<file path="src/rtl/fetch_pc_ctrl_if.sv">
// Fetch PC controller bus: BPT prediction, ID resolution and fetch status signals.
// br_cnt/mispred_cnt exist only when FETCH_PC_STATS_EN is defined.
interface fetch_pc_ctrl_if #(
  parameter int CNT_W = 2
);
  logic              stall;
  logic              bpt_taken;
  logic [63:0]       bpt_target;
  logic              id_pop;
  logic              res_valid;
  logic              res_taken;
  logic [63:0]       res_target;
  logic [63:0]       IF_PC;
  logic              fetch_valid;
  logic              flush;
  logic [CNT_W-1:0]  inflight_cnt;
  logic              err_underflow;
`ifdef FETCH_PC_STATS_EN
  logic [31:0]       br_cnt;
  logic [31:0]       mispred_cnt;
`endif

  modport master (
    output stall, bpt_taken, bpt_target, id_pop, res_valid, res_taken, res_target,
    input  IF_PC, fetch_valid, flush, inflight_cnt, err_underflow
`ifdef FETCH_PC_STATS_EN
    , input br_cnt, mispred_cnt
`endif
  );

  modport slave (
    input  stall, bpt_taken, bpt_target, id_pop, res_valid, res_taken, res_target,
    output IF_PC, fetch_valid, flush, inflight_cnt, err_underflow
`ifdef FETCH_PC_STATS_EN
    , output br_cnt, mispred_cnt
`endif
  );
endinterface

</file>
<file path="src/rtl/fetch_pc_ctrl.sv">
// IF-stage PC sequencer: issues BPT-steered PCs, tracks predictions in flight, redirects on mispredict.
// Optional branch/mispredict statistics counters enabled by FETCH_PC_STATS_EN.
module fetch_pc_ctrl #(
  parameter int          DEPTH    = 2,
  parameter logic [63:0] RESET_PC = 64'h0,
  parameter int          CNT_W    = $clog2(DEPTH+1)
) (
  input  logic           clk,
  input  logic           rst,
  fetch_pc_ctrl_if.slave bus
);
  localparam int PTR_W = (DEPTH > 1) ? $clog2(DEPTH) : 1;

  typedef enum logic [1:0] {BOOT, RUN, RECOVER} state_t;

  state_t             state, state_nxt;
  logic [63:0]        pc;
  logic [CNT_W-1:0]   cnt;
  logic [PTR_W-1:0]   rd_ptr, wr_ptr;
  logic               err_q;
  logic               flush_c;

  logic [63:0]        q_pc  [DEPTH];
  logic               q_tkn [DEPTH];
  logic [63:0]        q_tgt [DEPTH];

  logic               pop_act, pop_ok, underflow, mispredict, push;
  logic [63:0]        head_seq, pred_next, act_next;

  function automatic logic [PTR_W-1:0] ptr_inc(input logic [PTR_W-1:0] p);
    return (p == PTR_W'(DEPTH-1)) ? '0 : p + 1'b1;
  endfunction

  function automatic logic [31:0] sat_inc(input logic [31:0] v);
    return (v == 32'hFFFF_FFFF) ? v : v + 32'd1;
  endfunction

  // RECOVER ignores id_pop entirely; the queue is already empty there.
  assign pop_act    = bus.id_pop && (state != RECOVER);
  assign pop_ok     = pop_act && (cnt != '0);
  assign underflow  = pop_act && (cnt == '0);
  assign head_seq   = q_pc[rd_ptr] + 64'd4;
  assign pred_next  = q_tkn[rd_ptr] ? q_tgt[rd_ptr] : head_seq;
  assign act_next   = bus.res_taken ? bus.res_target : head_seq;
  assign mispredict = pop_ok && bus.res_valid && (pred_next != act_next);
  assign push       = (state == RUN) && !bus.stall && ((cnt < CNT_W'(DEPTH)) || pop_ok) && !mispredict;

  always_ff @(posedge clk) begin
    if (rst) state <= BOOT;
    else     state <= state_nxt;
  end

  always_comb begin
    state_nxt = state;
    flush_c   = 1'b0;
    case (state)
      BOOT:    state_nxt = RUN;
      RUN:     if (mispredict) state_nxt = RECOVER;
      RECOVER: begin
        flush_c   = 1'b1;
        state_nxt = RUN;
      end
      default: state_nxt = BOOT;
    endcase
  end

  // control state: PC, occupancy, pointers, sticky error
  always_ff @(posedge clk) begin
    if (rst) begin
      pc     <= RESET_PC;
      cnt    <= '0;
      rd_ptr <= '0;
      wr_ptr <= '0;
      err_q  <= 1'b0;
    end else begin
      if (underflow) err_q <= 1'b1;
      if (mispredict) begin
        pc     <= act_next;
        cnt    <= '0;
        rd_ptr <= '0;
        wr_ptr <= '0;
      end else begin
        if (push) begin
          pc     <= bus.bpt_taken ? bus.bpt_target : pc + 64'd4;
          wr_ptr <= ptr_inc(wr_ptr);
        end
        if (pop_ok) rd_ptr <= ptr_inc(rd_ptr);
        if (push && !pop_ok)      cnt <= cnt + 1'b1;
        else if (!push && pop_ok) cnt <= cnt - 1'b1;
      end
    end
  end

  // in-flight payload, written on issue only
  always_ff @(posedge clk) begin
    if (push) begin
      q_pc[wr_ptr]  <= pc;
      q_tkn[wr_ptr] <= bus.bpt_taken;
      q_tgt[wr_ptr] <= bus.bpt_target;
    end
  end

`ifdef FETCH_PC_STATS_EN
  logic [31:0] br_q, mp_q;

  always_ff @(posedge clk) begin
    if (rst) begin
      br_q <= '0;
      mp_q <= '0;
    end else begin
      if (pop_ok && bus.res_valid) br_q <= sat_inc(br_q);
      if (mispredict)              mp_q <= sat_inc(mp_q);
    end
  end

  assign bus.br_cnt      = br_q;
  assign bus.mispred_cnt = mp_q;
`endif

  assign bus.IF_PC         = pc;
  assign bus.fetch_valid   = push;
  assign bus.flush         = flush_c;
  assign bus.inflight_cnt  = cnt;
  assign bus.err_underflow = err_q;
endmodule

</file>
<file path="src/flat_wrapper.sv">
// flat-port wrapper written by rule: the top's interface ports become plain ports
module fetch_pc_ctrl_flat 
#(
  parameter int          DEPTH    = 2,
  parameter logic [63:0] RESET_PC = 64'h0,
  parameter int          CNT_W    = $clog2(DEPTH+1)
)
  (clk, rst, bus_stall, bus_bpt_taken, bus_bpt_target, bus_id_pop, bus_res_valid, bus_res_taken, bus_res_target, bus_IF_PC, bus_fetch_valid, bus_flush, bus_inflight_cnt, bus_err_underflow);
  fetch_pc_ctrl_if #(.CNT_W(CNT_W)) bus_i ();
  input  logic clk;
  input  logic rst;
  input wire logic [$bits(bus_i.stall)-1:0] bus_stall;
  input wire logic [$bits(bus_i.bpt_taken)-1:0] bus_bpt_taken;
  input wire logic [$bits(bus_i.bpt_target)-1:0] bus_bpt_target;
  input wire logic [$bits(bus_i.id_pop)-1:0] bus_id_pop;
  input wire logic [$bits(bus_i.res_valid)-1:0] bus_res_valid;
  input wire logic [$bits(bus_i.res_taken)-1:0] bus_res_taken;
  input wire logic [$bits(bus_i.res_target)-1:0] bus_res_target;
  output wire logic [$bits(bus_i.IF_PC)-1:0] bus_IF_PC;
  output wire logic [$bits(bus_i.fetch_valid)-1:0] bus_fetch_valid;
  output wire logic [$bits(bus_i.flush)-1:0] bus_flush;
  output wire logic [$bits(bus_i.inflight_cnt)-1:0] bus_inflight_cnt;
  output wire logic [$bits(bus_i.err_underflow)-1:0] bus_err_underflow;
  assign bus_i.stall = bus_stall;
  assign bus_i.bpt_taken = bus_bpt_taken;
  assign bus_i.bpt_target = bus_bpt_target;
  assign bus_i.id_pop = bus_id_pop;
  assign bus_i.res_valid = bus_res_valid;
  assign bus_i.res_taken = bus_res_taken;
  assign bus_i.res_target = bus_res_target;
  assign bus_IF_PC = bus_i.IF_PC;
  assign bus_fetch_valid = bus_i.fetch_valid;
  assign bus_flush = bus_i.flush;
  assign bus_inflight_cnt = bus_i.inflight_cnt;
  assign bus_err_underflow = bus_i.err_underflow;
  fetch_pc_ctrl #(.DEPTH(DEPTH), .RESET_PC(RESET_PC), .CNT_W(CNT_W)) u_core (.clk(clk), .rst(rst), .bus(bus_i));
endmodule
</file>
<file path="config.mk">
export PLATFORM = sky130hd
export DESIGN_NAME = fetch_pc_ctrl_flat
export DESIGN_NICKNAME = d
export VERILOG_FILES = /design/src/rtl/fetch_pc_ctrl_if.sv /design/src/rtl/fetch_pc_ctrl.sv /design/src/flat_wrapper.sv
export SDC_FILE = /design/constraint.sdc
export NUM_CORES = 1
export LEC_CHECK = 0
export ABC_AREA = 1
export BUFFER_PORTS_ARGS = -buffer_cell sky130_fd_sc_hd__buf_2
export CORE_AREA = 2 2 306 308
export DETAILED_ROUTE_END_ITERATION = 6
export DIE_AREA = 0 0 308 310
export GPL_ROUTABILITY_DRIVEN = 0
export PLACE_DENSITY = 0.46
export SETUP_SLACK_MARGIN = 0.5
export SKIP_CTS_REPAIR_TIMING = 1
export SLEW_MARGIN = 20
export SYNTH_ARGS = -nofsm -noshare
export SYNTH_HDL_FRONTEND = slang
export SYNTH_SLANG_ARGS = --single-unit
export TNS_END_PERCENT = 20
</file>
<file path="constraint.sdc">
create_clock -name clk -period 9 [get_ports clk]
set_input_delay 0.45 -clock clk [delete_from_list [all_inputs] [get_ports clk]]
set_output_delay 0.45 -clock clk [all_outputs]
set_load 0.02 [all_outputs]
</file>
==> parameters.txt <==
Parameter                              Value

Route
  Detailed-router iteration count before antenna repair ... 6
  Detailed-route DRC error count ... 0
  Vias post-DR ... 23,650
  Average vias per placed instance ... 4.913
  Met3 wire len ... 8.127 mm
  Antenna violation net count after detailed routing ... 0
  Met1 Routed Length ... 49.16 mm
  Initial DRC Count ... 2,760
  Highest metal layer with signal wires ... met5
  WL/cell ... 22.00 um
  Total length of routed met2 wires ... 44.68 mm
  Total Routed Length ... 105.9 mm

Setup path
  Critical path data required time ... 9.26 ns
  Critical-path top delay cell ... sky130_fd_sc_hd__nor2_4
  Worst setup path category ... reg -> reg
  Launching element type of the critical path ... flip-flop
  Arrival @ worst endpoint ... 7.00 ns
  Buffering stage count on the worst path with inverters included ... 3
  Top Family by Delay on Critical Path ... simple AND/OR/NAND/NOR gates
  Max FO, Critical Path ... 49
  Terminus of the critical flop-to-flop path ... u_core.q_tgt[1][56]$_DFFE_PP_
  Worst-case reg-to-reg path depth ... 21
  Dominant cell type by count on the critical path ... sky130_fd_sc_hd__nand2_1
  Critical Path End Type ... flip-flop
  Sequence of cells on the critical path ... inv_6 > buf_4 > nand2_1 > nand2_1 > nand2_1 > nor2_1 > nand2_1 > nor2_1 > nand4_1 > nand3_1 > nand2_1 > nand2_1 > nand2_1 > nor2_1 > nand3_1 > nor2_1 > nand3_2 > nand2_4 > nand2_1 > nor2_4 > buf_12
  Worst reg2reg setup slack ... 2.26 ns
  CP max stage delay ... 0.87 ns

Timing
  Final sum of negative setup slack ... 0 ns
  Final number of hold-violating endpoints ... 0
  Max Clock Freq ... 148.3 MHz
  Worst-case setup margin in the final layout ... 2.258 ns
  Period minus WS final ... 6.742 ns
  Setup skew after layout ... 0.02067 ns
  Final worst-path cycle share ... 74.91%
  Final count of pins violating max slew ... 0
  Setup-failing EPs final ... 0
  Transition at the pin with the smallest max-transition slack ... 1.085 ns
  RSZ-0062 raised after global routing ... false
  Slew Limit Headroom ... 27.37%
  Final-layout worst hold slack ... 0.08345 ns

Global route
  Pin count of the biggest net entering global routing ... 118
  Vias in the first global route ... 21,690
  First-pass GRT wire length ... 151.6 mm
  GR Overflow Total ... 0
  GRT Overall Usage ... 21.69%
  Initial antenna violation count ... 2

Finish
  Commonest non-fill, non-tap cell in the layout ... sky130_fd_sc_hd__nand2_1
  Share of layout cells above drive strength 1 ... 11.31%
  Filler cells ... 10,230
  Layout Area Growth over Synthesis ... 14.86%
  Cell area after layout ... 26,280 um^2
  Net total in the final layout ... 3,724
  Diode insertion count for antenna repair ... 0
  Commonest cells after routing, fill and taps aside ... 1,423 x sky130_fd_sc_hd__nand2_1, 555 x sky130_fd_sc_hd__nand3_1, 306 x sky130_fd_sc_hd__inv_1, 287 x sky130_fd_sc_hd__nor2_1, 258 x sky130_fd_sc_hd__edfxtp_1

Clocking
  TritonCTS clock tree ... yes
  Clock latency on the worst-skew pair ... 0.58 ns
  Buffer cell driving the clock tree root ... sky130_fd_sc_hd__clkbuf_16
  Clock-pin slew on the worst setup and hold paths ... 0.06 ns
  Largest buffer count on any clock path ... 3
  Total clock buffers created by CTS ... 39
  H-tree Lvls ... 2
  TritonCTS sink count ... 330

Floorplan
  Vertical die dimension ... 310 um
  Chip width ... 308 um
  Placeable core area ... 92,490 um^2
  Die area ... 95,480 um^2
  Number of rows in the core area ... 112
  # IOs ... 204
  Starting density of the core ... 24.74%

Yosys
  Synth cell types ... 41
  Mean Syn Cell Area ... 6.624 um^2
  Number of instances in the synthesized netlist ... 3,454
  Top cells by area, synth ... sky130_fd_sc_hd__edfxtp_1 34%, sky130_fd_sc_hd__nand2_1 23%, sky130_fd_sc_hd__nand3_1 12%
  Number of flops mapped to enable cells by yosys ... 258
  Synth Area in XOR/XNOR ... 1.837%
  Largest family of logic cells by synthesized area ... simple AND/OR/NAND/NOR gates
  Share of synthesized area spent on multiplexers ... 0.2625%
  Synthesis warning total ... 0
  Post-synthesis sequential area ratio ... 40.16%
  Total nets after synthesis ... 3,592
  Share of async-settable or async-resettable flops after synthesis ... 0%
  Flop and latch count out of synthesis ... 330
  Post-synthesis share of cell area spent on full adders, half adders and majority gates ... 0.1641%
  Compound-gate portion of the synthesized area ... 3.172%
  Simple-gate share of the synthesized area ... 45.67%
  Cell taking the most area after synthesis ... sky130_fd_sc_hd__edfxtp_1
  Synth Flop Type ... sky130_fd_sc_hd__edfxtp_1
  Synthesized cell area ... 22,880 um^2
  Top cell type's share of synthesized area ... 33.86%

Hold path
  Number of cells traversed by the worst hold path ... 1
  Min-delay src ... bus_bpt_target[60]
  Worst hold endpoint ... u_core.q_tgt[1][60]$_DFFE_PP_
  HP Class ... in -> reg

Power
  Leak Pwr ... 0.01198 uW
  Fraction of power consumed by sequential logic ... 31.6%
  Cell internal power dissipation ... 3465 uW
  Switching pwr ... 2791 uW
  Part of the power in the clock network ... 26.5%
  Combinational Power Share ... 41.8%
  VDD IR-drop max ... 136.8 uV
  Power density relative to cell area ... 238.1 nW/um^2
  Switching Share ... 44.62%

Job
  Number of maximum-capacitance violations ... 0

Status
  Outcome ... finished, final reports clean

Placement
  Post-Place Setup Slack ... 2.360 ns
  Standard cell area after detailed placement ... 24,970 um^2
  PortBufs ... 203
  DPL Wire Length ... 80.89 mm
==> per-stage QoR <==
stage          power, uW  instances  util, %
3_5_place_dp        4574       4742    27.00
4_1_cts             6244       4814    28.41
2_1_floorplan       3686       3454        -
6_report            6256       4814    28.41
5_1_grt             6626       4814    28.41
3_3_place_gp        4580       4742    27.00
==> worst reg2reg max path: cells and delay by family, from the launching register on <==
| kind | cells | cell delay [ns] |
|---|---|---|
| simple gates | 18 | 4.63 |
| flops | 1 | 0.46 |
| buf+inv | 3 | 1.30 |
==> power groups by stage <==
stage | registers [uW] | clock network [uW] | logic [uW]
4_1_cts | 1980 | 1690 | 2570
2_1_floorplan | 1970 | 0 | 1710
3_5_place_dp | 2010 | 0 | 2560
6_report | 1980 | 1660 | 2620
3_3_place_gp | 2010 | 0 | 2570
5_1_grt | 2000 | 1740 | 2890
==> cell type report <==
type	count	area (um^2)	area share, %
Tap cell	1197	1498	5.699
Inverter	327	1241	4.723
Clock buffer	55	1109	4.218
Clock inverter	17	201.4	0.7666
Sequential cell	330	9193	34.98
Multi-Input combinational cell	2654	11720	44.61
Timing Repair Buffer	234	1314	4.999
==> metal layers <==
| metal | GRT usage (%) | vias up |
|---|---|---|
| li1 | - | 11400 |
| met1 | 31.49 | 11070 |
| met2 | 32.77 | 1019 |
| met3 | 2.929 | 161 |
| met4 | 7.589 | 2 |
| met5 | 0 | - |
==> cells by family after synthesis <==
kind of cell	count (synthesis)
and+or+nand+nor	2462
buffers and inverters	470
DFF	330
AOI/OAI and AO/OA	135
xor gates and xnor gates	48
muxes	6
adders and majority gates	3
==> sequential cells by signal, indices dropped and copies added, names as in the netlist, named ones only <==
register,count
u_core.state,2
u_core.bus.err_underflow,1
u_core.bus.IF_PC,64
u_core.wr_ptr,1
u_core.q_tgt,128
u_core.bus.inflight_cnt,2
u_core.rd_ptr,1
u_core.q_tkn,2
u_core.q_pc,128
==> synthesized netlist by cell type, types with 3 or more instances <==
cell,count
sky130_fd_sc_hd__ha_1,3
sky130_fd_sc_hd__nor2_2,22
sky130_fd_sc_hd__o21a_1,4
sky130_fd_sc_hd__o21ai_0,68
sky130_fd_sc_hd__nand2_1,1425
sky130_fd_sc_hd__buf_2,37
sky130_fd_sc_hd__mux2i_1,6
sky130_fd_sc_hd__nor2_4,11
sky130_fd_sc_hd__a31oi_1,5
sky130_fd_sc_hd__dfxtp_1,72
sky130_fd_sc_hd__a21oi_1,19
sky130_fd_sc_hd__xor2_1,30
sky130_fd_sc_hd__clkinv_1,3
sky130_fd_sc_hd__nor4_1,14
sky130_fd_sc_hd__a21boi_1,3
sky130_fd_sc_hd__nand2_2,11
sky130_fd_sc_hd__nor3_1,33
sky130_fd_sc_hd__nor2_1,289
sky130_fd_sc_hd__o211ai_1,7
sky130_fd_sc_hd__nand4_1,48
sky130_fd_sc_hd__buf_6,17
sky130_fd_sc_hd__inv_1,308
sky130_fd_sc_hd__buf_4,11
sky130_fd_sc_hd__buf_1,21
sky130_fd_sc_hd__or2_2,44
sky130_fd_sc_hd__nand3_1,555
sky130_fd_sc_hd__o21ai_1,26
sky130_fd_sc_hd__clkbuf_1,56
sky130_fd_sc_hd__xnor2_1,18
sky130_fd_sc_hd__inv_2,15
sky130_fd_sc_hd__edfxtp_1,258
==> worst max-delay path by stage <==
stage	startpoint	end	slack, ns	cells after the start
final	flip-flop	u_core.q_tgt[1][56]$_DFFE_PP_	2.26	21
after global routing	flip-flop	u_core.q_pc[1][46]$_DFFE_PP_	1.97	25
after CTS	flip-flop	u_core.q_tgt[1][56]$_DFFE_PP_	2.36	21
after detailed placement	flip-flop	u_core.q_tgt[1][63]$_DFFE_PP_	2.36	21
after global placement	flip-flop	u_core.q_pc[1][63]$_DFFE_PP_	2.36	25
after floorplan	flip-flop	u_core.q_pc[1][0]$_DFFE_PP_	2.48	25
Note: power is estimated with default switching activity, not from simulation.
